## config.mk

```make
export PLATFORM = sky130hd
export DESIGN_NAME = axi_lite_slave_flat
export DESIGN_NICKNAME = d
export VERILOG_FILES = /design/src/rtl/axi_lite_pkg.sv /design/src/rtl/axi_lite_if.sv /design/src/rtl/axi_lite_regfile.sv /design/src/rtl/axi_lite_slave.sv /design/src/flat_wrapper.sv
export SDC_FILE = /design/constraint.sdc
export NUM_CORES = 1
export LEC_CHECK = 0
export BUFFER_PORTS_ARGS = -buffer_cell sky130_fd_sc_hd__buf_2
export CAP_MARGIN = 20
export CORE_MARGIN = 4
export CORE_UTILIZATION = 40
export CTS_CLUSTER_SIZE = 8
export DETAILED_ROUTE_END_ITERATION = 6
export GPL_TIMING_DRIVEN = 1
export PLACE_DENSITY = 0.56
export RECOVER_POWER = 50
export SLEW_MARGIN = 20
export SYNTH_ARGS = -nofsm -noshare
export SYNTH_HDL_FRONTEND = slang
export SYNTH_HIERARCHICAL = 1
export SYNTH_SLANG_ARGS = --single-unit
export TNS_END_PERCENT = 50
```

## constraint.sdc

```tcl
create_clock -name aclk -period 4.8 [get_ports aclk]
set_input_delay 0.48 -clock aclk [delete_from_list [all_inputs] [get_ports aclk]]
set_output_delay 0.48 -clock aclk [all_outputs]
set_load 0.1 [all_outputs]
```

## src/rtl/axi_lite_pkg.sv

```systemverilog
// rtl/axi_lite_pkg.sv - shared widths, response codes and FSM state types
package axi_lite_pkg;

  localparam int AXI_ADDR_WIDTH = 32;
  localparam int AXI_DATA_WIDTH = 32;

  typedef enum logic [1:0] {
    OKAY   = 2'b00,
    EXOKAY = 2'b01,
    SLVERR = 2'b10,
    DECERR = 2'b11
  } resp_t;

  typedef enum logic {
    WR_IDLE,
    WR_RESP
  } wr_state_t;

  typedef enum logic {
    RD_IDLE,
    RD_DATA
  } rd_state_t;

endpackage

```

## src/rtl/axi_lite_if.sv

```systemverilog
// rtl/axi_lite_if.sv - AXI4-Lite channel bundle with master and slave views
interface axi_lite_if #(
  parameter int ADDR_WIDTH = 32,
  parameter int DATA_WIDTH = 32
) ();

  logic [ADDR_WIDTH-1:0]   awaddr;
  logic                    awvalid;
  logic                    awready;
  logic [DATA_WIDTH-1:0]   wdata;
  logic [DATA_WIDTH/8-1:0] wstrb;
  logic                    wvalid;
  logic                    wready;
  logic [1:0]              bresp;
  logic                    bvalid;
  logic                    bready;
  logic [ADDR_WIDTH-1:0]   araddr;
  logic                    arvalid;
  logic                    arready;
  logic [DATA_WIDTH-1:0]   rdata;
  logic [1:0]              rresp;
  logic                    rvalid;
  logic                    rready;

  modport master (
    output awaddr, awvalid, wdata, wstrb, wvalid, bready, araddr, arvalid, rready,
    input  awready, wready, bresp, bvalid, arready, rdata, rresp, rvalid
  );

  modport slave (
    input  awaddr, awvalid, wdata, wstrb, wvalid, bready, araddr, arvalid, rready,
    output awready, wready, bresp, bvalid, arready, rdata, rresp, rvalid
  );

endinterface

```

## src/rtl/axi_lite_regfile.sv

```systemverilog
// rtl/axi_lite_regfile.sv - register array with byte-enable write and async read
module axi_lite_regfile #(
  parameter int NUM_REGS   = 32,
  parameter int DATA_WIDTH = 32
) (
  input  logic                        clk_i,
  input  logic                        rst_ni,
  input  logic                        we_i,
  input  logic [$clog2(NUM_REGS)-1:0] waddr_i,
  input  logic [DATA_WIDTH-1:0]       wdata_i,
  input  logic [DATA_WIDTH/8-1:0]     wstrb_i,
  input  logic [$clog2(NUM_REGS)-1:0] raddr_i,
  output logic [DATA_WIDTH-1:0]       rdata_o
);

  localparam int STRB_W = DATA_WIDTH / 8;

  logic [DATA_WIDTH-1:0] mem_q [NUM_REGS];

  always_ff @(posedge clk_i or negedge rst_ni) begin
    if (!rst_ni) begin
      for (int i = 0; i < NUM_REGS; i++) begin
        mem_q[i] <= '0;
      end
    end else if (we_i) begin
      for (int b = 0; b < STRB_W; b++) begin
        if (wstrb_i[b]) begin
          mem_q[waddr_i][8*b +: 8] <= wdata_i[8*b +: 8];
        end
      end
    end
  end

  assign rdata_o = mem_q[raddr_i];

endmodule

```

## src/rtl/axi_lite_slave.sv

```systemverilog
// rtl/axi_lite_slave.sv - AXI4-Lite slave over a word-addressed register file
module axi_lite_slave
  import axi_lite_pkg::*;
#(
  parameter int ADDR_WIDTH = AXI_ADDR_WIDTH,
  parameter int DATA_WIDTH = AXI_DATA_WIDTH,
  parameter int NUM_REGS   = 32
) (
  input  logic      aclk,
  input  logic      areset_n,
  axi_lite_if.slave s_axi_lite
);

  localparam int IDX_W  = $clog2(NUM_REGS);
  localparam int STRB_W = DATA_WIDTH / 8;

  wr_state_t             wr_state_q, wr_state_d;
  logic                  aw_cap_q, aw_cap_d;
  logic                  w_cap_q, w_cap_d;
  logic [ADDR_WIDTH-1:0] awaddr_q, awaddr_d;
  logic [DATA_WIDTH-1:0] wdata_q, wdata_d;
  logic [STRB_W-1:0]     wstrb_q, wstrb_d;
  logic                  bvalid_q, bvalid_d;
  resp_t                 bresp_q, bresp_d;
  rd_state_t             rd_state_q, rd_state_d;
  logic                  rvalid_q, rvalid_d;
  logic [DATA_WIDTH-1:0] rdata_q, rdata_d;
  resp_t                 rresp_q, rresp_d;

  logic                  awready, wready, arready, rf_we;
  logic                  aw_in_range, ar_in_range;
  logic [DATA_WIDTH-1:0] rf_rdata;
  logic                  unused_addr_bits;

  // Anything above the index field selects a nonexistent register.
  assign aw_in_range = (awaddr_q >> (IDX_W + 2)) == '0;
  assign ar_in_range = (s_axi_lite.araddr >> (IDX_W + 2)) == '0;
  assign unused_addr_bits = ^{awaddr_q[1:0], s_axi_lite.araddr[1:0]};

  axi_lite_regfile #(
    .NUM_REGS  (NUM_REGS),
    .DATA_WIDTH(DATA_WIDTH)
  ) u_regfile (
    .clk_i  (aclk),
    .rst_ni (areset_n),
    .we_i   (rf_we),
    .waddr_i(awaddr_q[IDX_W+1:2]),
    .wdata_i(wdata_q),
    .wstrb_i(wstrb_q),
    .raddr_i(s_axi_lite.araddr[IDX_W+1:2]),
    .rdata_o(rf_rdata)
  );

  always_comb begin
    wr_state_d = wr_state_q;
    aw_cap_d   = aw_cap_q;
    w_cap_d    = w_cap_q;
    awaddr_d   = awaddr_q;
    wdata_d    = wdata_q;
    wstrb_d    = wstrb_q;
    bvalid_d   = bvalid_q;
    bresp_d    = bresp_q;
    awready    = 1'b0;
    wready     = 1'b0;
    rf_we      = 1'b0;
    case (wr_state_q)
      WR_IDLE: begin
        awready = !aw_cap_q;
        wready  = !w_cap_q;
        if (aw_cap_q && w_cap_q) begin
          rf_we      = aw_in_range;
          bresp_d    = aw_in_range ? OKAY : SLVERR;
          bvalid_d   = 1'b1;
          aw_cap_d   = 1'b0;
          w_cap_d    = 1'b0;
          wr_state_d = WR_RESP;
        end else begin
          if (s_axi_lite.awvalid && awready) begin
            aw_cap_d = 1'b1;
            awaddr_d = s_axi_lite.awaddr;
          end
          if (s_axi_lite.wvalid && wready) begin
            w_cap_d = 1'b1;
            wdata_d = s_axi_lite.wdata;
            wstrb_d = s_axi_lite.wstrb;
          end
        end
      end
      WR_RESP: begin
        if (s_axi_lite.bready) begin
          bvalid_d   = 1'b0;
          wr_state_d = WR_IDLE;
        end
      end
      default: wr_state_d = WR_IDLE;
    endcase
  end

  // Read data is sampled from the array before any same-edge write lands.
  always_comb begin
    rd_state_d = rd_state_q;
    rvalid_d   = rvalid_q;
    rdata_d    = rdata_q;
    rresp_d    = rresp_q;
    arready    = 1'b0;
    case (rd_state_q)
      RD_IDLE: begin
        arready = 1'b1;
        if (s_axi_lite.arvalid) begin
          rdata_d    = ar_in_range ? rf_rdata : '0;
          rresp_d    = ar_in_range ? OKAY : SLVERR;
          rvalid_d   = 1'b1;
          rd_state_d = RD_DATA;
        end
      end
      RD_DATA: begin
        if (s_axi_lite.rready) begin
          rvalid_d   = 1'b0;
          rd_state_d = RD_IDLE;
        end
      end
      default: rd_state_d = RD_IDLE;
    endcase
  end

  always_ff @(posedge aclk or negedge areset_n) begin
    if (!areset_n) begin
      wr_state_q <= WR_IDLE;
      aw_cap_q   <= 1'b0;
      w_cap_q    <= 1'b0;
      awaddr_q   <= '0;
      wdata_q    <= '0;
      wstrb_q    <= '0;
      bvalid_q   <= 1'b0;
      bresp_q    <= OKAY;
      rd_state_q <= RD_IDLE;
      rvalid_q   <= 1'b0;
      rdata_q    <= '0;
      rresp_q    <= OKAY;
    end else begin
      wr_state_q <= wr_state_d;
      aw_cap_q   <= aw_cap_d;
      w_cap_q    <= w_cap_d;
      awaddr_q   <= awaddr_d;
      wdata_q    <= wdata_d;
      wstrb_q    <= wstrb_d;
      bvalid_q   <= bvalid_d;
      bresp_q    <= bresp_d;
      rd_state_q <= rd_state_d;
      rvalid_q   <= rvalid_d;
      rdata_q    <= rdata_d;
      rresp_q    <= rresp_d;
    end
  end

  assign s_axi_lite.awready = awready;
  assign s_axi_lite.wready  = wready;
  assign s_axi_lite.bvalid  = bvalid_q;
  assign s_axi_lite.bresp   = bresp_q;
  assign s_axi_lite.arready = arready;
  assign s_axi_lite.rvalid  = rvalid_q;
  assign s_axi_lite.rdata   = rdata_q;
  assign s_axi_lite.rresp   = rresp_q;

endmodule

```

## src/flat_wrapper.sv

```systemverilog
// flat-port wrapper written by rule: the top's interface ports become plain ports
module axi_lite_slave_flat import axi_lite_pkg::*;
#(
  parameter int ADDR_WIDTH = AXI_ADDR_WIDTH,
  parameter int DATA_WIDTH = AXI_DATA_WIDTH,
  parameter int NUM_REGS   = 32
)
  (aclk, areset_n, s_axi_lite_awaddr, s_axi_lite_awvalid, s_axi_lite_wdata, s_axi_lite_wstrb, s_axi_lite_wvalid, s_axi_lite_bready, s_axi_lite_araddr, s_axi_lite_arvalid, s_axi_lite_rready, s_axi_lite_awready, s_axi_lite_wready, s_axi_lite_bresp, s_axi_lite_bvalid, s_axi_lite_arready, s_axi_lite_rdata, s_axi_lite_rresp, s_axi_lite_rvalid);
  axi_lite_if #(.ADDR_WIDTH(ADDR_WIDTH), .DATA_WIDTH(DATA_WIDTH)) s_axi_lite_i ();
  input  logic aclk;
  input  logic areset_n;
  input wire logic [$bits(s_axi_lite_i.awaddr)-1:0] s_axi_lite_awaddr;
  input wire logic [$bits(s_axi_lite_i.awvalid)-1:0] s_axi_lite_awvalid;
  input wire logic [$bits(s_axi_lite_i.wdata)-1:0] s_axi_lite_wdata;
  input wire logic [$bits(s_axi_lite_i.wstrb)-1:0] s_axi_lite_wstrb;
  input wire logic [$bits(s_axi_lite_i.wvalid)-1:0] s_axi_lite_wvalid;
  input wire logic [$bits(s_axi_lite_i.bready)-1:0] s_axi_lite_bready;
  input wire logic [$bits(s_axi_lite_i.araddr)-1:0] s_axi_lite_araddr;
  input wire logic [$bits(s_axi_lite_i.arvalid)-1:0] s_axi_lite_arvalid;
  input wire logic [$bits(s_axi_lite_i.rready)-1:0] s_axi_lite_rready;
  output wire logic [$bits(s_axi_lite_i.awready)-1:0] s_axi_lite_awready;
  output wire logic [$bits(s_axi_lite_i.wready)-1:0] s_axi_lite_wready;
  output wire logic [$bits(s_axi_lite_i.bresp)-1:0] s_axi_lite_bresp;
  output wire logic [$bits(s_axi_lite_i.bvalid)-1:0] s_axi_lite_bvalid;
  output wire logic [$bits(s_axi_lite_i.arready)-1:0] s_axi_lite_arready;
  output wire logic [$bits(s_axi_lite_i.rdata)-1:0] s_axi_lite_rdata;
  output wire logic [$bits(s_axi_lite_i.rresp)-1:0] s_axi_lite_rresp;
  output wire logic [$bits(s_axi_lite_i.rvalid)-1:0] s_axi_lite_rvalid;
  assign s_axi_lite_i.awaddr = s_axi_lite_awaddr;
  assign s_axi_lite_i.awvalid = s_axi_lite_awvalid;
  assign s_axi_lite_i.wdata = s_axi_lite_wdata;
  assign s_axi_lite_i.wstrb = s_axi_lite_wstrb;
  assign s_axi_lite_i.wvalid = s_axi_lite_wvalid;
  assign s_axi_lite_i.bready = s_axi_lite_bready;
  assign s_axi_lite_i.araddr = s_axi_lite_araddr;
  assign s_axi_lite_i.arvalid = s_axi_lite_arvalid;
  assign s_axi_lite_i.rready = s_axi_lite_rready;
  assign s_axi_lite_awready = s_axi_lite_i.awready;
  assign s_axi_lite_wready = s_axi_lite_i.wready;
  assign s_axi_lite_bresp = s_axi_lite_i.bresp;
  assign s_axi_lite_bvalid = s_axi_lite_i.bvalid;
  assign s_axi_lite_arready = s_axi_lite_i.arready;
  assign s_axi_lite_rdata = s_axi_lite_i.rdata;
  assign s_axi_lite_rresp = s_axi_lite_i.rresp;
  assign s_axi_lite_rvalid = s_axi_lite_i.rvalid;
  axi_lite_slave #(.ADDR_WIDTH(ADDR_WIDTH), .DATA_WIDTH(DATA_WIDTH), .NUM_REGS(NUM_REGS)) u_core (.aclk(aclk), .areset_n(areset_n), .s_axi_lite(s_axi_lite_i));
endmodule
```

# Word level (Yosys, flattened, before mapping)
# Index checks and enable logic that the tools add are counted.
dict set report op_classes {
  n_eq_ne 4
  magnitude_cmp 3
  reduce_logical 18
  bitwise_logic 5
  mux 46
}
# op n
set ops {}
lappend ops {{$mux W1024} 7}
lappend ops {{$bwmux W1024} 4}
lappend ops {{$demux W32 S5} 4}
lappend ops {{$bmux W32 S5} 1}
lappend ops {{$mux W32} 4}
lappend ops {{$logic_not A32 Y1} 2}
lappend ops {{$mux W24} 1}
lappend ops {{$mux W1} 17}
lappend ops {{$mux W16} 1}
lappend ops {{$ge A6 B6 Y1 const B} 2}
lappend ops {{$not A5 Y6} 2}
lappend ops {{$reduce_and A2 Y1} 6}
lappend ops {{$mux W8} 1}
lappend ops {{$pmux W1 S2} 4}
lappend ops {{$lt A6 B1 Y1 const B} 1}
lappend ops {{$ne A2 B2 Y1 const B} 3}
lappend ops {{$reduce_and A3 Y1} 2}
lappend ops {{$logic_and A1 B1 Y1} 4}
lappend ops {{$mux W2} 2}
lappend ops {{$reduce_bool A2 Y1} 2}
lappend ops {{$not A1 Y1} 3}
lappend ops {{$logic_not A1 Y1} 2}
lappend ops {{$ne A2 B1 Y1 const B} 1}
dict set report word_totals {
  wordCells 120
  out_inout_bits 41
  register_bits 1134
  inputBits 107
}

# Depth between registers and ports, before layout
dict set report depth {
  word_depth 16
  ltp_mapped 9
  ltp_nobuf 6
}

# Cells and area by module
# Netlist, hierarchy kept.
# mod seq_area_each_um2 instances area_per_inst_um2 cells_per_inst
set by_module_without_submodules {}
lappend by_module_without_submodules {axi_lite_regfile 25624.6 1 47454.3 3508}
lappend by_module_without_submodules {axi_lite_slave 2652.5 1 4154.0 267}

# Worst setup path after synthesis
# OpenSTA, ideal clock, no wires.
dict set report synth_path {
  kind {reg2reg}
  start {register u_core.wr_state_q}
  end {register u_core.awaddr_q[28]}
  t_required_ns 4.675
  synth_period_minus_slack_ns 2.638
  path_slack_ns 2.162
  path_stages_with_launch 5
  arrival_time_ns 2.514
  cell_sequence {dfrtp_1 nor2_1 and2_4 buf_6 mux2_2}
}
dict set report synth_between {
  elab_chain_len 2
}
# element line
set synth_lines {}
lappend synth_lines {{start, declared} axi_lite_slave.sv:17} ;# wr_state_t wr_state_q, wr_state_d;
lappend synth_lines {{start signal, assigned} axi_lite_slave.sv:141} ;# wr_state_q <= wr_state_d;
lappend synth_lines {{$not A1 Y1 (no source line)} --}
lappend synth_lines {{$reduce_and A3 Y1 (no source line)} --}
lappend synth_lines {{end signal, assigned} axi_lite_slave.sv:144} ;# awaddr_q <= awaddr_d;
lappend synth_lines {{end, declared} axi_lite_slave.sv:20} ;# logic [ADDR_WIDTH-1:0] awaddr_q, awaddr_d;
# No other way between the ends.
# A chain may end at the register's enable or synchronous reset.

# Final worst setup path
dict set report layout_path {
  start {register u_core.awaddr_q[6]}
  end {register u_core/u_regfile/mem_q[183] (netlist name)}
}
dict set report layout_between {
  elab_chain_len 13
}
# element line
set layout_lines {}
lappend layout_lines {{$not A5 Y6 (not written as such) (*)} axi_lite_regfile.sv:28} ;# mem_q[waddr_i][8*b +: 8] <= wdata_i[8*b +: 8];
lappend layout_lines {{$demux W32 S5} axi_lite_regfile.sv:28}
lappend layout_lines {{$bwmux W1024} axi_lite_regfile.sv:28}
lappend layout_lines {{$mux W1024} axi_lite_regfile.sv:27} ;# if (wstrb_i[b]) begin
lappend layout_lines {{$mux W1024} axi_lite_regfile.sv:25} ;# end else if (we_i) begin
lappend layout_lines {{$bwmux W1024} axi_lite_regfile.sv:28}
lappend layout_lines {{$mux W1024} axi_lite_regfile.sv:27}
lappend layout_lines {{$mux W1024} axi_lite_regfile.sv:25}
lappend layout_lines {{$bwmux W1024} axi_lite_regfile.sv:28}
lappend layout_lines {{$mux W1024} axi_lite_regfile.sv:27}
lappend layout_lines {{$mux W1024} axi_lite_regfile.sv:25}
lappend layout_lines {{$bwmux W1024} axi_lite_regfile.sv:28}
lappend layout_lines {{$mux W1024 (*)} axi_lite_regfile.sv:27}
lappend layout_lines {{end signal, assigned by index} axi_lite_regfile.sv:28}
lappend layout_lines {{end, declared} axi_lite_regfile.sv:18} ;# logic [DATA_WIDTH-1:0] mem_q [NUM_REGS];
# Every way passes the cells marked *; elsewhere a longest branch is shown, timed or not. The select of a mux whose other input is x is not followed.

==> impl_metrics.env <==
export IMPL_ios=148
export IMPL_grt_max_degree=129
export IMPL_synthesis_area_mm2=0.0516
export IMPL_tns_ps=0
export IMPL_setup_viol=0
export IMPL_io_buffers=141
export IMPL_cp_num_buf_inv=0
export IMPL_cts_made_buffers=159
export IMPL_die_h_um=367
export IMPL_via_per_inst=5.56
export IMPL_drive_above_1_share_pct=39.7
export IMPL_finalCritPeriodShare_pct=71.8
export IMPL_syn_inst=3775
export IMPL_drt_iter0_drc=1847
export IMPL_worstSkewPairLatency_ps=760
export IMPL_yosys_top_cells_area="dfrtp_1 (55%), mux2_2 (23%), mux2i_1 (9.9%)"
export IMPL_min_period_ps=3450
export IMPL_status="finished, violations left"
export IMPL_rsz0062_at_grt="false"
export IMPL_startpoint_type="flip-flop"
export IMPL_cpLargestDelayFamily="simple AND/OR/NAND/NOR gates"
export IMPL_slew_headroom_pct=-78.0
export IMPL_placed_cells=5399
export IMPL_fin_cells=5645
export IMPL_cts_root_buf="clkbuf_16"
export IMPL_wl_per_cell_um=24.7
export IMPL_worst_setup_path_type="reg2reg"
export IMPL_grt_usage_pct=20.6
export IMPL_irDropWorstVdd_mv=0.414
export IMPL_first_pass_iters=5
export IMPL_synth_edf_count=0
export IMPL_final_cell_mix="dfrtp_1 (1123), mux2_2 (1053), mux2i_1 (512)"
export IMPL_avgSynthCellArea_um2=13.7
export IMPL_ff2ff_setup_slack_ps=1350
export IMPL_post_cts_resized=0
export IMPL_layout_commonest_cell="dfrtp_1"
export IMPL_row_count=131
export IMPL_synth_area_leader_cell="dfrtp_1"
export IMPL_ys_seq_area_share_pct=54.8
export IMPL_vias=31400
export IMPL_cts_tree="yes"
export IMPL_stdcell_area_mm2=0.0589
export IMPL_core_mm2=0.128
export IMPL_cap_violations=12
export IMPL_critPathMaxStageDelay_ps=880
export IMPL_slew_violations=818
export IMPL_dpl_cell_area_mm2=0.0542
export IMPL_antenna_found_initial=0
export IMPL_power_density_mw_per_mm2=402
export IMPL_total_power_mw=23.7
export IMPL_cts_sinks=1130
export IMPL_hold_viol=0
export IMPL_diodes=0
export IMPL_clock_path_buffers=3
export IMPL_synth_cell_types=48
export IMPL_end_kind="flip-flop"
export IMPL_initial_core_util_pct=40.4
export IMPL_fin_skew_ps=20.2
export IMPL_gp_congestion=0.759
export IMPL_violations="capacitance limit, slew limit"
export IMPL_grt_pass1_wl_um=213000
export IMPL_worst_pin_slew_ps=2670
export IMPL_worst_ep_arrival_time_ps=4070
export IMPL_slowest_stage="nand3_1"
export IMPL_synth_warnings=6
export IMPL_drc_errors=0
export IMPL_leakage_nw=29.2
export IMPL_critPathMaxFanout=11
export IMPL_die_area_mm2=0.135
export IMPL_area_growth_syn_to_layout_pct=14.2
export IMPL_die_w_um=367
export IMPL_ys_flop_type="dfrtp_1"
export IMPL_hold_path_class="in2reg"
export IMPL_grt_pass1_vias=32400
export IMPL_worstPathCellList="and2_1 -> nand3_1 -> nor2_2 -> mux2_2"
export IMPL_synth_top_cell_area_share_pct=54.8
export IMPL_synth_seq_cells=1130
export IMPL_fmax_mhz=290
export IMPL_globalRouteOverflowTotal=0
export IMPL_routed_wl_um=140000
export IMPL_ant_nets=0
export IMPL_async_flop_share_pct=100
export IMPL_nNetsFinal=4076
export IMPL_dp_hpwl_um=86200
export IMPL_path_clk_slew_ps=50
export IMPL_required_ps=5420
export IMPL_htreeDepth=4
-- cell families after synthesis --
| family | share of synthesized area (%) |
|---|---|
| multiplexers | 33.7 |
| AO/OA/AOI/OAI | 4.52 |
| AND/OR/NAND/NOR | 4.60 |
| flip-flops | 54.8 |
| buffers and inverters | 2.36 |
| other | 0.00727 |
-- path summary, 6_finish.rpt --
path / depth (start not counted) / endpoint / start
max: 4 / u_core/u_regfile/mem_q[183] / u_core/awaddr_q[6]
min: 2 / u_core/awaddr_q[5] / s_axi_lite_awaddr[5]
max reg2reg: 4 / u_core/u_regfile/mem_q[183] / u_core/awaddr_q[6]
min reg2reg: 1 / u_core/s_axi_lite.rdata[4] / u_core/s_axi_lite.rdata[4]
max in group asynchronous: 3 / u_core/u_regfile/mem_q[663] / areset_n
min in group asynchronous: 2 / u_core/u_regfile/mem_q[737] / areset_n
-- metal layers --
metal	vias up	GRT usage, %	part of all wire (%)
met2	579	32.0	46
li1	14100	-	-
met1	16600	29.8	47
met5	-	0	0
met4	0	4.99	2.0
met3	170	4.15	4.7
-- registers in the layout (all words and copies together) (netlist names) --
register                  cells
u_core/s_axi_lite.rvalid      1
u_core/s_axi_lite.rdata      32
u_core/aw_cap_q               1
u_core/u_regfile/mem_q     1024
u_core/wdata_q               32
u_core/s_axi_lite.bvalid      1
u_core/wr_state_q             1
u_core/s_axi_lite.bresp       1
u_core/w_cap_q                1
u_core/rd_state_q             1
u_core/wstrb_q                4
u_core/s_axi_lite.rresp       1
u_core/awaddr_q              30
-- where the power goes --
group / internal (mW) / switching [mW] / leakage (nW)
logic: 0.915 / 2.52 / 11.6
clock network: 5.84 / 3.92 / 2.02
registers: 9.85 / 0.629 / 15.6
total: 16.6 / 7.06 / 29.2
-- repair_timing --
action,4_1_cts,5_1_grt
buffers inserted,0,0
hold buffers,71,0
endpoints found under the hold margin,115,0
-- area by class of cell --
| cell class | count | area (µm²) |
|---|---|---|
| sequential | 1130 | 28300 |
| tap | 1662 | 2080 |
| clock buffer | 166 | 4030 |
| timing repair buffer | 295 | 2280 |
| inverter | 5 | 18.8 |
| clock inverter | 9 | 82.6 |
| multi-input combinational | 2378 | 22200 |
| fill | 11500 | 68900 |
-- stage by stage --
step	worst slack (ps)	util (%)	hold WS, ps
floorplan	2160	-	184
global placement	1500	42.4	472
detailed placement	1500	42.4	477
CTS	1480	46.2	45.8
global route	793	46.1	55.9
finish	1350	46.1	94.7
-- cells in the mapped netlist (2+ instances only) --
library cell,instances
buf_1,15
mux2i_1,512
a22oi_1,96
nor2_4,9
nor2_2,75
buf_2,68
mux2_2,1053
nand2b_1,4
nor3_1,35
nand2_2,25
nor2b_1,4
a21oi_1,101
and3b_1,3
nand3_1,97
buf_6,7
and2_1,6
a32o_1,32
or3b_4,2
nor3_4,3
nor4_1,9
buf_4,11
inv_1,4
buf_8,3
and3_1,2
nand2_4,5
dfrtp_1,1130
mux2_1,37
nand4_1,2
clkbuf_1,158
nor2_1,16
nand2_1,140
a22o_1,64
a31oi_1,32
No activity file was read; power rests on OpenSTA's default activity.
